$ cat src/rtl/mc97_pkg.sv
// Shared MC'97 link constants, slot geometry helpers and the status-pair record.
// Pure declarations; no logic, no latency, no flow control.
package mc97_pkg;

  localparam int MC97_FRAME_BITS     = 256;
  localparam int MC97_TAG_BITS       = 16;
  localparam int MC97_SLOT_BITS      = 20;

  localparam int MC97_SLOT_STAT_ADDR = 1;
  localparam int MC97_SLOT_STAT_DATA = 2;
  localparam int MC97_SLOT_LINE1     = 5;

  typedef logic [7:0] mc97_bcnt_t;

  typedef struct packed {
    logic [6:0]  addr;
    logic [15:0] data;
  } mc97_stat_t;

  function automatic mc97_bcnt_t mc97_slot_start(input int slot);
    return mc97_bcnt_t'(MC97_TAG_BITS + MC97_SLOT_BITS * (slot - 1));
  endfunction

  // Frame bit index of the slot's final (LSB) bit.
  function automatic mc97_bcnt_t mc97_slot_last(input int slot);
    return mc97_bcnt_t'(int'(mc97_slot_start(slot)) + MC97_SLOT_BITS - 1);
  endfunction

endpackage

$ cat src/rtl/mc97_link_rx.sv
// MC'97 serial-in deframer: SYNC alignment, tag capture, PCM and status slot extraction.
// Outputs registered one clk after the qualifying sdi_stb; no backpressure, one bit per strobe.
module mc97_link_rx
  import mc97_pkg::*;
#(
  parameter int PCM_SLOT = MC97_SLOT_LINE1
) (
  input  logic        clk,
  input  logic        rst,
  input  logic        sdi_bit,
  input  logic        sdi_sync,
  input  logic        sdi_stb,
  output logic [15:0] pcm_data,
  output logic        pcm_stb,
  output logic [6:0]  stat_addr,
  output logic [15:0] stat_data,
  output logic        stat_stb,
  output logic        codec_ready,
  output logic        locked,
  output logic        frame_err
);

  localparam logic [1:0] ST_HUNT  = 2'd0;
  localparam logic [1:0] ST_ALIGN = 2'd1;
  localparam logic [1:0] ST_LOCK  = 2'd2;

  localparam mc97_bcnt_t LAST_BIT  = mc97_bcnt_t'(MC97_FRAME_BITS - 1);
  localparam mc97_bcnt_t TAG_LAST  = mc97_bcnt_t'(MC97_TAG_BITS - 1);
  localparam mc97_bcnt_t ADDR_LAST = mc97_slot_last(MC97_SLOT_STAT_ADDR);
  localparam mc97_bcnt_t DATA_LAST = mc97_slot_last(MC97_SLOT_STAT_DATA);
  localparam mc97_bcnt_t PCM_LAST  = mc97_slot_last(PCM_SLOT);
  localparam int         PCM_TAG   = 15 - PCM_SLOT;

  logic [1:0]  state;
  mc97_bcnt_t  bcnt;
  logic        sync_q;
  logic [18:0] shreg;
  logic        tag_stat;
  logic        tag_pcm;
  logic [6:0]  addr_hold;
  mc97_stat_t  stat_q;

  logic        sync_edge;
  logic        at_end;
  logic        frame_ok;
  logic        in_lock;
  mc97_bcnt_t  cur;
  logic [19:0] field;

  // cur is the frame index of the bit arriving on this strobe.
  assign cur       = bcnt + 8'd1;
  assign field     = {shreg, sdi_bit};
  assign sync_edge = sdi_sync & ~sync_q;
  assign at_end    = (cur == LAST_BIT);
  assign frame_ok  = (sync_edge == at_end);
  assign in_lock   = (state == ST_LOCK);

  assign stat_addr = stat_q.addr;
  assign stat_data = stat_q.data;

  always_ff @(posedge clk) begin
    if (rst) begin
      state       <= ST_HUNT;
      bcnt        <= '0;
      // A SYNC already high out of reset must not count as a rising edge.
      sync_q      <= 1'b1;
      shreg       <= '0;
      tag_stat    <= 1'b0;
      tag_pcm     <= 1'b0;
      addr_hold   <= '0;
      stat_q      <= '0;
      pcm_data    <= '0;
      pcm_stb     <= 1'b0;
      stat_stb    <= 1'b0;
      codec_ready <= 1'b0;
      locked      <= 1'b0;
      frame_err   <= 1'b0;
    end else begin
      pcm_stb   <= 1'b0;
      stat_stb  <= 1'b0;
      frame_err <= 1'b0;
      if (sdi_stb) begin
        sync_q <= sdi_sync;
        shreg  <= field[18:0];
        case (state)
          ST_HUNT: begin
            if (sync_edge) begin
              state <= ST_ALIGN;
              bcnt  <= LAST_BIT;
            end
          end
          default: begin
            bcnt <= cur;
            if (cur == TAG_LAST) begin
              tag_stat <= field[14] & field[13];
              tag_pcm  <= field[PCM_TAG];
              if (in_lock && frame_ok)
                codec_ready <= field[15];
            end
            if (in_lock && frame_ok) begin
              if (cur == ADDR_LAST)
                addr_hold <= field[18:12];
              if (cur == DATA_LAST && tag_stat) begin
                stat_q.addr <= addr_hold;
                stat_q.data <= field[19:4];
                stat_stb    <= 1'b1;
              end
              if (cur == PCM_LAST && tag_pcm) begin
                pcm_data <= field[19:4];
                pcm_stb  <= 1'b1;
              end
            end
            if (sync_edge && !at_end) begin
              // Early SYNC: restart alignment with this strobe as bit 255.
              frame_err <= 1'b1;
              locked    <= 1'b0;
              state     <= ST_ALIGN;
              bcnt      <= LAST_BIT;
            end else if (at_end && !sync_edge) begin
              frame_err   <= 1'b1;
              locked      <= 1'b0;
              codec_ready <= 1'b0;
              state       <= ST_HUNT;
            end else if (at_end) begin
              locked <= 1'b1;
              state  <= ST_LOCK;
            end
          end
        endcase
      end
    end
  end

endmodule
$ cat config.mk
export PLATFORM = sky130hd
export DESIGN_NAME = mc97_link_rx
export DESIGN_NICKNAME = d
export VERILOG_FILES = /design/src/rtl/mc97_pkg.sv /design/src/rtl/mc97_link_rx.sv
export SDC_FILE = /design/constraint.sdc
export NUM_CORES = 1
export LEC_CHECK = 0
export CORE_MARGIN = 10
export CORE_UTILIZATION = 44
export CTS_CLUSTER_SIZE = 28
export DETAILED_ROUTE_END_ITERATION = 10
export MAX_ROUTING_LAYER = met4
export PLACE_DENSITY = 0.71
export SLEW_MARGIN = 20
export SYNTH_ARGS = -nofsm -noshare
export SYNTH_HDL_FRONTEND = slang
export SYNTH_SLANG_ARGS = --single-unit
$ cat constraint.sdc
create_clock -name clk -period 7.54 [get_ports clk]
set_input_delay 1.508 -clock clk [delete_from_list [all_inputs] [get_ports clk]]
set_output_delay 1.508 -clock clk [all_outputs]
set_load 0.005 [all_outputs]
# Word level (Yosys, flattened, before mapping)
# Index checks and enable logic that the tools add are counted.
[totals]
ff_bits = 83
out_inout_bits = 44
word_cells = 69
[classes]
addsub = 1
n_eq_ne = 8
muxes = 19
n_bitwise = 6
n_reduce_logical = 20
[ops]
columns = ["op", "count"]
rows = [
  ["$mux W8", 3],
  ["$eq A8 B6 Y1 const B", 2],
  ["$reduce_and A4 Y1", 3],
  ["$mux W1", 11],
  ["$mux W2", 5],
  ["$reduce_and A3 Y1", 3],
  ["$add A8 B1 Y8 const B", 1],
  ["$eq A8 B4 Y1 const B", 1],
  ["$eq A8 B7 Y1 const B", 1],
  ["$eq A8 B8 Y1 const B", 1],
  ["$logic_and A1 B1 Y1", 5],
  ["$not A1 Y1", 4],
  ["$reduce_and A2 Y1", 2],
  ["$reduce_bool A4 Y1", 1],
  ["$reduce_or A4 Y1", 1],
  ["$reduce_bool A3 Y1", 1],
  ["$reduce_or A3 Y1", 1],
  ["$and A1 B1 Y1", 2],
  ["$eq A2 B2 Y1 const B", 1],
  ["$logic_not A1 Y1", 2],
  ["$logic_not A2 Y1", 1],
  ["$ne A2 B2 Y1 const B", 1],
  ["$eq A1 B1 Y1", 1],
]

# Logic depth before layout (Yosys ltp)
# Gate-level depths: netlist (run 1).
[logic_depth]
ltp_word = 8
depth_mapped = 14

# Worst setup path after synthesis (run 1)
# Ideal clock, no wire load.
[synth_path]
kind = "input port to flip-flop"
start = "in sdi_sync"
end = "reg addr_hold[0]"
setup_time_ps = 123
arrival_time_ps = 3456
setup_slack_ps = 3962
cell_stages = 9
path_cell_list = "nor2b_1 -> inv_1 -> ha_1 -> nor2_1 -> nand3_1 -> nand4bb_1 -> or4_1 -> buf_2 -> mux2i_1"
[synth_between]
elab_chain_len = 4
[synth_rtl]
columns = ["element", "line_no", "text"]
rows = [
  ["from (decl)", "mc97_link_rx.sv:11", "input logic sdi_sync,"],
  ["$and A1 B1 Y1", "mc97_link_rx.sv:53", "assign sync_edge = sdi_sync & ~sync_q;"],
  ["$eq A1 B1 Y1", "mc97_link_rx.sv:55", "assign frame_ok = (sync_edge == at_end);"],
  ["$logic_and A1 B1 Y1", "mc97_link_rx.sv:100", "if (in_lock && frame_ok) begin"],
  ["$reduce_and A4 Y1 (no source line)", "n/a", ""],
  ["to (signal assigned)", "mc97_link_rx.sv:102", "addr_hold <= field[18:12];"],
  ["to (decl)", "mc97_link_rx.sv:40", "logic [6:0] addr_hold;"],
]
# No other way between the ends.
# A chain may end at the register's enable or synchronous reset.

# Worst setup path in the final report (run 1)
[layout_path]
start = "in sdi_sync"
end = "reg addr_hold[2]"
# The elaborated chain is that of the path after synthesis.

==> results, run 1 <==
- The number of enable-type register cells in the synthesized netlist is 0.
- The number of library cell types mapped by synthesis is 48.
- The count of boundary I/O pins is 49.
- Synthesis produced a netlist whose cell count is 367.
- In the final layout, the share of cells above drive strength 1 is 0.0466.
- The final number of hold-violating endpoints is 0.
- The initial antenna violation count is 0.
- The number of synthesized register bits is 83.
- The first global-routing pass estimated 12400 um of wire.
- The count of port buffers added during placement is 48.
- Entering global routing, the biggest net connects 100 pins.
- The die covers 12300 um2.
- After routing, the total negative slack on setup checks comes to 0 ps.
- The share of synthesized area in the top cell type comes to 0.458.
- The required time of the worst setup path is 7750 ps.
- The minimum clock period after layout is 4090 ps.
- The clock-pin slew of the registers on the worst-case setup and hold paths is 70 ps.
- Setup violations remaining at the end of the flow were counted as 0.
- The startpoint type of the worst setup path is a primary input.
- The routed via count divided by cell count is 5.12.
- Registers take 1660 um2.
- The clock root buffer is sky130_fd_sc_hd__clkbuf_8.
- The critical path is of the in -> reg type.
- Power spread over the standard cell area amounts to 190 nW/um2.
- The weighted congestion reported at the end of routability-driven placement is 0.847.
- The via count of the first global-routing pass is 2513.
- For this run, the share of the core covered by cells in the final layout is 0.531.
- The mapped netlist covers 3620 um2.
- After clock tree synthesis, the repair step resized 0 gates.
- The class of the worst hold path is reg -> reg.
- The filler cells instantiated in the layout total 769.
- The remaining max-slew budget at the tightest pin is 0.394.
- The flow ran to the end, and the final reports show no timing, DRC or antenna violations.
- The final number of max-transition violations is 0.
- The share of the cycle needed by the critical path after routing is 0.542.
- The overall track demand over capacity in global routing is 0.121.
- The yosys synthesis warning count is 0.
- After detailed routing, the average wire length per cell comes to 14.2 um.
- Grouping stages by cell kind, the critical path spends the most delay in simple AND/OR/NAND/NOR gates.
- The design draws 0.821 mW.
- The arrival time of the worst setup path is 4300 ps.
- Clock skew on the completed layout was measured at 7.03 ps.
- For the worst-skew pair, the clock arrives at the later sink with an insertion delay of 340 ps.
- The most numerous cell in the Yosys netlist is sky130_fd_sc_hd__dfxtp_1.
- The final-layout worst hold slack is 476 ps.
- Counting every sink on the clock net gives 83.
- The core region is 8130 um2.
- The final antenna-violating net count is 0.
- The HPWL after detailed placement is 5000 um.
- Setup repair after global routing left no endpoint under its margin.
- The total length of routed wires is 7300 um.
- The DRC marker count from the first detailed-route iteration is 184.
- The analysis attributes to cell leakage a power of 1.64 nW.
- In this run the core area contains 33 standard-cell rows.
- The delay of the slowest cell on the worst path is 780 ps.
- The area of the multi-input gates is 1810 um2.
- The TritonCTS clock tree is done.
- The longest clock path from root to sink contains 2 buffers.
- By area the synthesized netlist is led by sky130_fd_sc_hd__dfxtp_1 46%, sky130_fd_sc_hd__mux2i_1 18%, sky130_fd_sc_hd__nand2b_1 11%.
- For this configuration, the core starts out at a cell density of 0.446.
- The cell at the slowest stage of the critical path is sky130_fd_sc_hd__or4_1.
- Counting instances in the post-synthesis netlist gives the leading cell types as 83 x sky130_fd_sc_hd__dfxtp_1, 65 x sky130_fd_sc_hd__mux2i_1, 63 x sky130_fd_sc_hd__nand2b_1.
- The share of the Yosys chip area taken by registers is 0.458.
- The die height is 111 um.
- The net count after synthesis is 377.
- The critical path goes through clkdlybuf4s50_1 -> nor2b_1 -> inv_1 -> ha_1 -> nor2_1 -> nand3_1 -> nand4bb_1 -> or4_1 -> mux2i_1.
- Summed over all layers, the global routing overflow is 0.
- The top cell type by total area after synthesis is sky130_fd_sc_hd__dfxtp_1.
- Buffers inserted to repair hold after CTS numbered 0.
- The number of antenna cells inserted is 0.
- Timing would allow up to 0.245 GHz.
- Together, buffers and inverters on the worst path number 2.
- Counting tap cells, the placed design contains a total of 497 instances.
- In this run the mean area of a mapped cell was 9.88 um2.
- The number of max-capacitance violations reported is 0.
- Leaving out filler cells and counting taps, the final layout contains 513.
- The worst setup path is captured at a flop.
- The total clock buffers created by CTS is 9.
- Across all layers, the routed design uses 2629 vias.
- Post-CTS timing repair inserted 0 buffers for setup.
- The share of flip-flops with an asynchronous set or reset after synthesis is 0.
- After the last flow step, the layout net total stands at 413.
- The deepest level of the CTS H-tree is 3.
- Compared with the post-synthesis result, the final layout area differs by 19.2%.
- The number of iterations in the first detailed-routing pass is 4.
- At the pin with the least slew margin, the transition time is 905 ps.
- The horizontal die dimension is 111 um.
- The maximum resistive drop on vdd is 0.127 mV.
- In the routed design, unresolved DRC markers number 0.
- For this run, the leading register cell type out of synthesis is sky130_fd_sc_hd__dfxtp_1.
- The largest fanout on the critical path is 7.
-- cell type report --
type	count	share of cell area
multi-input combinational	254	0.420
sequential	83	0.384
timing repair buffer	51	0.115
clock buffer	14	0.0330
tap	105	0.0304
clock inverter	2	0.0139
inverter	4	0.00347
-- path summary, 6_finish.rpt --
path | from | end | slack [ps] | cells after the start
max reg2reg | bcnt[0] | addr_hold[2] | 3590 | 10
max | sdi_sync | addr_hold[2] | 3450 | 9
min | stat_data[10] | stat_data[10] | 480 | 2
min reg2reg | stat_data[10] | stat_data[10] | 480 | 2
-- state kept, by name (all words and copies together), names as in the netlist --
name / count
tag_stat: 1
stat_data: 16
stat_addr: 7
pcm_data: 16
bcnt: 8
stat_stb: 1
frame_err: 1
locked: 1
addr_hold: 7
pcm_stb: 1
tag_pcm: 1
shreg: 19
sync_q: 1
codec_ready: 1
state: 2
-- metal layers --
metal  part of all wire  vias up  wire length [um]  track usage
met4              0.010        0                73       0.0365
met3              0.054        6               398       0.0433
met1               0.46     1221              3370        0.142
met2               0.47       53              3460        0.192
li1                   -     1349                 -            -
met5                  0        -                 0            -
-- cells in the final DEF (no fill, tap or decap), types with 2 or more instances in the layout --
| cell type | count |
|---|---|
| sky130_fd_sc_hd__o2111ai_1 | 2 |
| sky130_fd_sc_hd__inv_1 | 4 |
| sky130_fd_sc_hd__ha_1 | 5 |
| sky130_fd_sc_hd__or4_1 | 2 |
| sky130_fd_sc_hd__a311oi_1 | 5 |
| sky130_fd_sc_hd__clkbuf_8 | 9 |
| sky130_fd_sc_hd__a211oi_1 | 4 |
| sky130_fd_sc_hd__nand2_1 | 5 |
| sky130_fd_sc_hd__clkbuf_1 | 5 |
| sky130_fd_sc_hd__nand2b_1 | 63 |
| sky130_fd_sc_hd__o211ai_1 | 2 |
| sky130_fd_sc_hd__o31ai_1 | 2 |
| sky130_fd_sc_hd__clkdlybuf4s50_1 | 47 |
| sky130_fd_sc_hd__o21ai_0 | 8 |
| sky130_fd_sc_hd__mux2i_1 | 65 |
| sky130_fd_sc_hd__bufinv_16 | 2 |
| sky130_fd_sc_hd__a21oi_1 | 12 |
| sky130_fd_sc_hd__or3_1 | 4 |
| sky130_fd_sc_hd__a211o_1 | 2 |
| sky130_fd_sc_hd__dfxtp_1 | 83 |
| sky130_fd_sc_hd__nor2b_1 | 2 |
| sky130_fd_sc_hd__nor3_1 | 9 |
| sky130_fd_sc_hd__nand4_1 | 4 |
| sky130_fd_sc_hd__nor2_1 | 32 |
| sky130_fd_sc_hd__nand3_1 | 4 |
| sky130_fd_sc_hd__buf_4 | 3 |
-- power by group --
part	total (mW)	switching, mW	internal [mW]
registers	0.452	0.00908	0.443
logic	0.0392	0.0209	0.0183
clock network	0.330	0.142	0.188
-- cells by family after synthesis --
family | share of synthesized area
simple gates | 0.210
flops | 0.458
mux | 0.179
compound gates | 0.0887
buf+inv | 0.0414
fa+ha+maj | 0.0173
xor+xnor | 0.00483
-- stage by stage --
| step | setup WS [ps] | cell area, um2 |
|---|---|---|
| after detailed placement | 3090 | 4120 |
| after global placement | 3200 | 4120 |
| after global routing | 3280 | 4320 |
| after floorplan | 3960 | 3620 |
| final | 3450 | 4320 |
| after CTS | 3450 | 4320 |
-- worst min-delay path, cell delays in order (launching register included) --
cell	delay [ps]
sky130_fd_sc_hd__dfxtp_1	310
sky130_fd_sc_hd__nand2b_1	60
sky130_fd_sc_hd__mux2i_1	60
No activity file was read; power rests on OpenSTA's default activity.
==> inputs of run 2 (changes only) <==
==> constraint.sdc (replaced) <==
create_clock -name clk -period 4.3 [get_ports clk]
set_input_delay 0.86 -clock clk [delete_from_list [all_inputs] [get_ports clk]]
set_output_delay 0.86 -clock clk [all_outputs]
set_load 0.005 [all_outputs]
==> results, run 2 (same netlist as run 1, synthesis figures left out) <==
- For this run, design rule violations remaining after detail routing come to 0.
- The share of power burned in combinational logic is 0.051.
- The path class of the tightest hold or removal check is reg -> reg.
- The floorplan has 33 rows.
- The clock tree skew after final layout is 11.7 ps.
- After detailed routing, the total wire length is 7380 um.
- The switching power of the nets is 0.345 mW.
- Measured along the x axis, the die boundary spans 111 um.
- For the final routed database, the setup TNS stands at 0 ps.
- The die area is 12300 um2.
- Counting cells, the worst reg-to-reg path comes to 10.
- By startpoint and endpoint, the worst setup path is classified as reg -> reg.
- Clock tree synthesis inserted a total of 9 buffers.
- After clock tree synthesis, the clock-pin slew on the worst setup and hold paths is 80 ps.
- The number of cells upsized or downsized after cts is 0.
- The remaining max-slew budget at the tightest pin is 0.405.
- The final number of hold-violating endpoints is 0.
- The HPWL after detailed placement is 5190 um.
- Data on the critical path is required at its endpoint by 4520 ps.
- STA classifies the critical path startpoint as a flop.
- The DRC marker count from the first detailed-route iteration is 183.
- Max-cap violations in this run came to 0.
- The die height is 111 um.
- The routed layout has 2723 vias.
- The share of total power consumed by net switching is 0.253.
- The relative area change from synthesis to final layout is 18.7%.
- The final worst setup slack is 385 ps.
- The clock share of power is 0.369.
- For this configuration, the core starts out at a cell density of 0.446.
- The via count of the first global-routing pass was 2599.
- TritonCTS built the clock tree.
- The cell sitting at the root of the clock tree is a sky130_fd_sc_hd__clkbuf_8.
- The congestion estimate from routability-driven global placement came to 0.902.
- The count of port buffers added during placement is 48.
- The internal portion of the total power is 1.02 mW.
- The register containing the most flip-flops in the final layout is shreg.
- The clock passes through at most 2 buffers.
- The share of the cycle needed by the critical path after routing is 0.911.
- The total setup violations reported at the end of the flow is 0.
- The final number of max-transition violations was 0.
- The first TritonRoute pass finished after 5 iterations.
- The first global-routing pass estimated 12400 um of wire.
- The maximum clock frequency is 0.255 GHz.
- The flow ran to the end, and the final reports show no timing, DRC or antenna violations.
- The clock drives 83 sinks.
- The power per unit of standard cell area is 317 nW/um2.
- The static leakage is 1.63 nW.
- The initial antenna violation count is 0.
- The count of boundary I/O pins is 49.
- The total congestion overflow after global routing is 0.
- The average wire per cell in the routed design is 14.4 um.
- The count of nets after finishing is 414.
- The insertion delay of the later-clocked pin in the worst-skew pair is 360 ps.
- The most frequent standard cell in the layout excluding fill and tap cells is sky130_fd_sc_hd__dfxtp_1.
- IR analysis of the VDD net gives a maximum drop of 0.160 mV.
- The region available for standard cell placement spans 8130 um2.
- The repair_antennas step left the layout with diodes totalling 0.
- For the pin with the worst max-slew slack, the measured transition is 892 ps.
- Along the worst hold path, the cell count comes to 2.
- For this run, the total global-route usage over all layers was measured as 0.122.
- The pre-CTS worst setup slack is 417 ps.
- STA classifies the critical path endpoint as a flop.
- After clock tree synthesis, the flow added hold-fix buffers numbering 0.
- Setup repair after global routing left no endpoint under its margin.
- The routed via count divided by cell count is 5.30.
- The share of layout cells above drive strength 1 is 0.0611.
- The top cell types in the final layout, fill and taps aside, are 83 x sky130_fd_sc_hd__dfxtp_1, 65 x sky130_fd_sc_hd__mux2i_1, 63 x sky130_fd_sc_hd__nand2b_1.
- In this run the number of H-tree levels came out at 3.
- The arrival time of the worst setup path is 4130 ps.
- The share of total power in sequential cells is 0.580.
- The register with the most flip-flops in the layout has 19 of them.
- The pin count of the biggest net entering global routing is 63.
- The routed design could run at a clock period as short as 3920 ps.
- The largest fanout on the critical path is 14.
- The final antenna-violating net count is 0.
- After clock tree synthesis, the setup repair step added 0 buffers.
## run 2: layer usage
metal	track usage	routed length, um	vias up	share of wire
li1	-	-	1365	-
met1	0.139	3290	1278	0.45
met2	0.193	3520	68	0.48
met3	0.0422	445	12	0.060
met4	0.0503	122	0	0.017
met5	-	0	-	0
## run 2: final cells by class
cell class / count / area, um2
Fill cell: 734 / 3830
Multi-Input combinational cell: 254 / 1810
Sequential cell: 83 / 1660
Timing Repair Buffer: 52 / 505
Tap cell: 105 / 131
Clock buffer: 9 / 124
Clock inverter: 7 / 52.6
Inverter: 4 / 15.0
## run 2: stage by stage
| stage | instances | utilization | hold WS [ps] | instance area, um2 | power [mW] |
|---|---|---|---|---|---|
| after global placement | 498 | 0.507 | 460 | 4130 | 0.877 |
| after detailed placement | 498 | 0.507 | 467 | 4130 | 0.879 |
| after global routing | 514 | 0.529 | 499 | 4300 | 1.43 |
| after CTS | 514 | 0.529 | 482 | 4300 | 1.39 |
| final | 514 | 0.529 | 477 | 4300 | 1.37 |
| after floorplan | 367 | - | 450 | 3620 | 0.864 |
## run 2: worst max-delay path, cell delays in order, from the launching register on
cell                        delay [ps]
sky130_fd_sc_hd__dfxtp_1           400
sky130_fd_sc_hd__ha_1              370
sky130_fd_sc_hd__or4_1             540
sky130_fd_sc_hd__o311a_2           180
sky130_fd_sc_hd__or3_1             380
sky130_fd_sc_hd__ha_1              350
sky130_fd_sc_hd__nor2_1            140
sky130_fd_sc_hd__nand3_1           100
sky130_fd_sc_hd__nand4bb_1         320
sky130_fd_sc_hd__or3_1             750
sky130_fd_sc_hd__mux2i_1           230
## run 2: power by group through the flow
stage	logic, mW	registers, mW	clock network [mW]
3_3_place_gp	0.0686	0.809	0
4_1_cts	0.0697	0.792	0.528
3_5_place_dp	0.0697	0.809	0
2_1_floorplan	0.0626	0.801	0
6_report	0.0696	0.792	0.504
5_1_grt	0.0779	0.794	0.554
## run 2: path summary, 6_finish.rpt
check	startpoint	end	slack, ps
worst max-delay path	bcnt[0]	pcm_data[10]	380
worst max register to register	bcnt[0]	pcm_data[10]	380
worst min register to register	stat_addr[2]	stat_addr[2]	480
worst min-delay path	stat_addr[2]	stat_addr[2]	480
==> inputs of run 3 (changes only) <==
--- a/config.mk
+++ b/config.mk
@@ -9,6 +9,7 @@
 export CORE_UTILIZATION = 44
 export CTS_CLUSTER_SIZE = 28
 export DETAILED_ROUTE_END_ITERATION = 10
+export GPL_TIMING_DRIVEN = 1
 export MAX_ROUTING_LAYER = met4
 export PLACE_DENSITY = 0.71
 export SLEW_MARGIN = 20
==> results of run 3 <==
No change in the layout: final DEF, timing and power equal those of run 2.
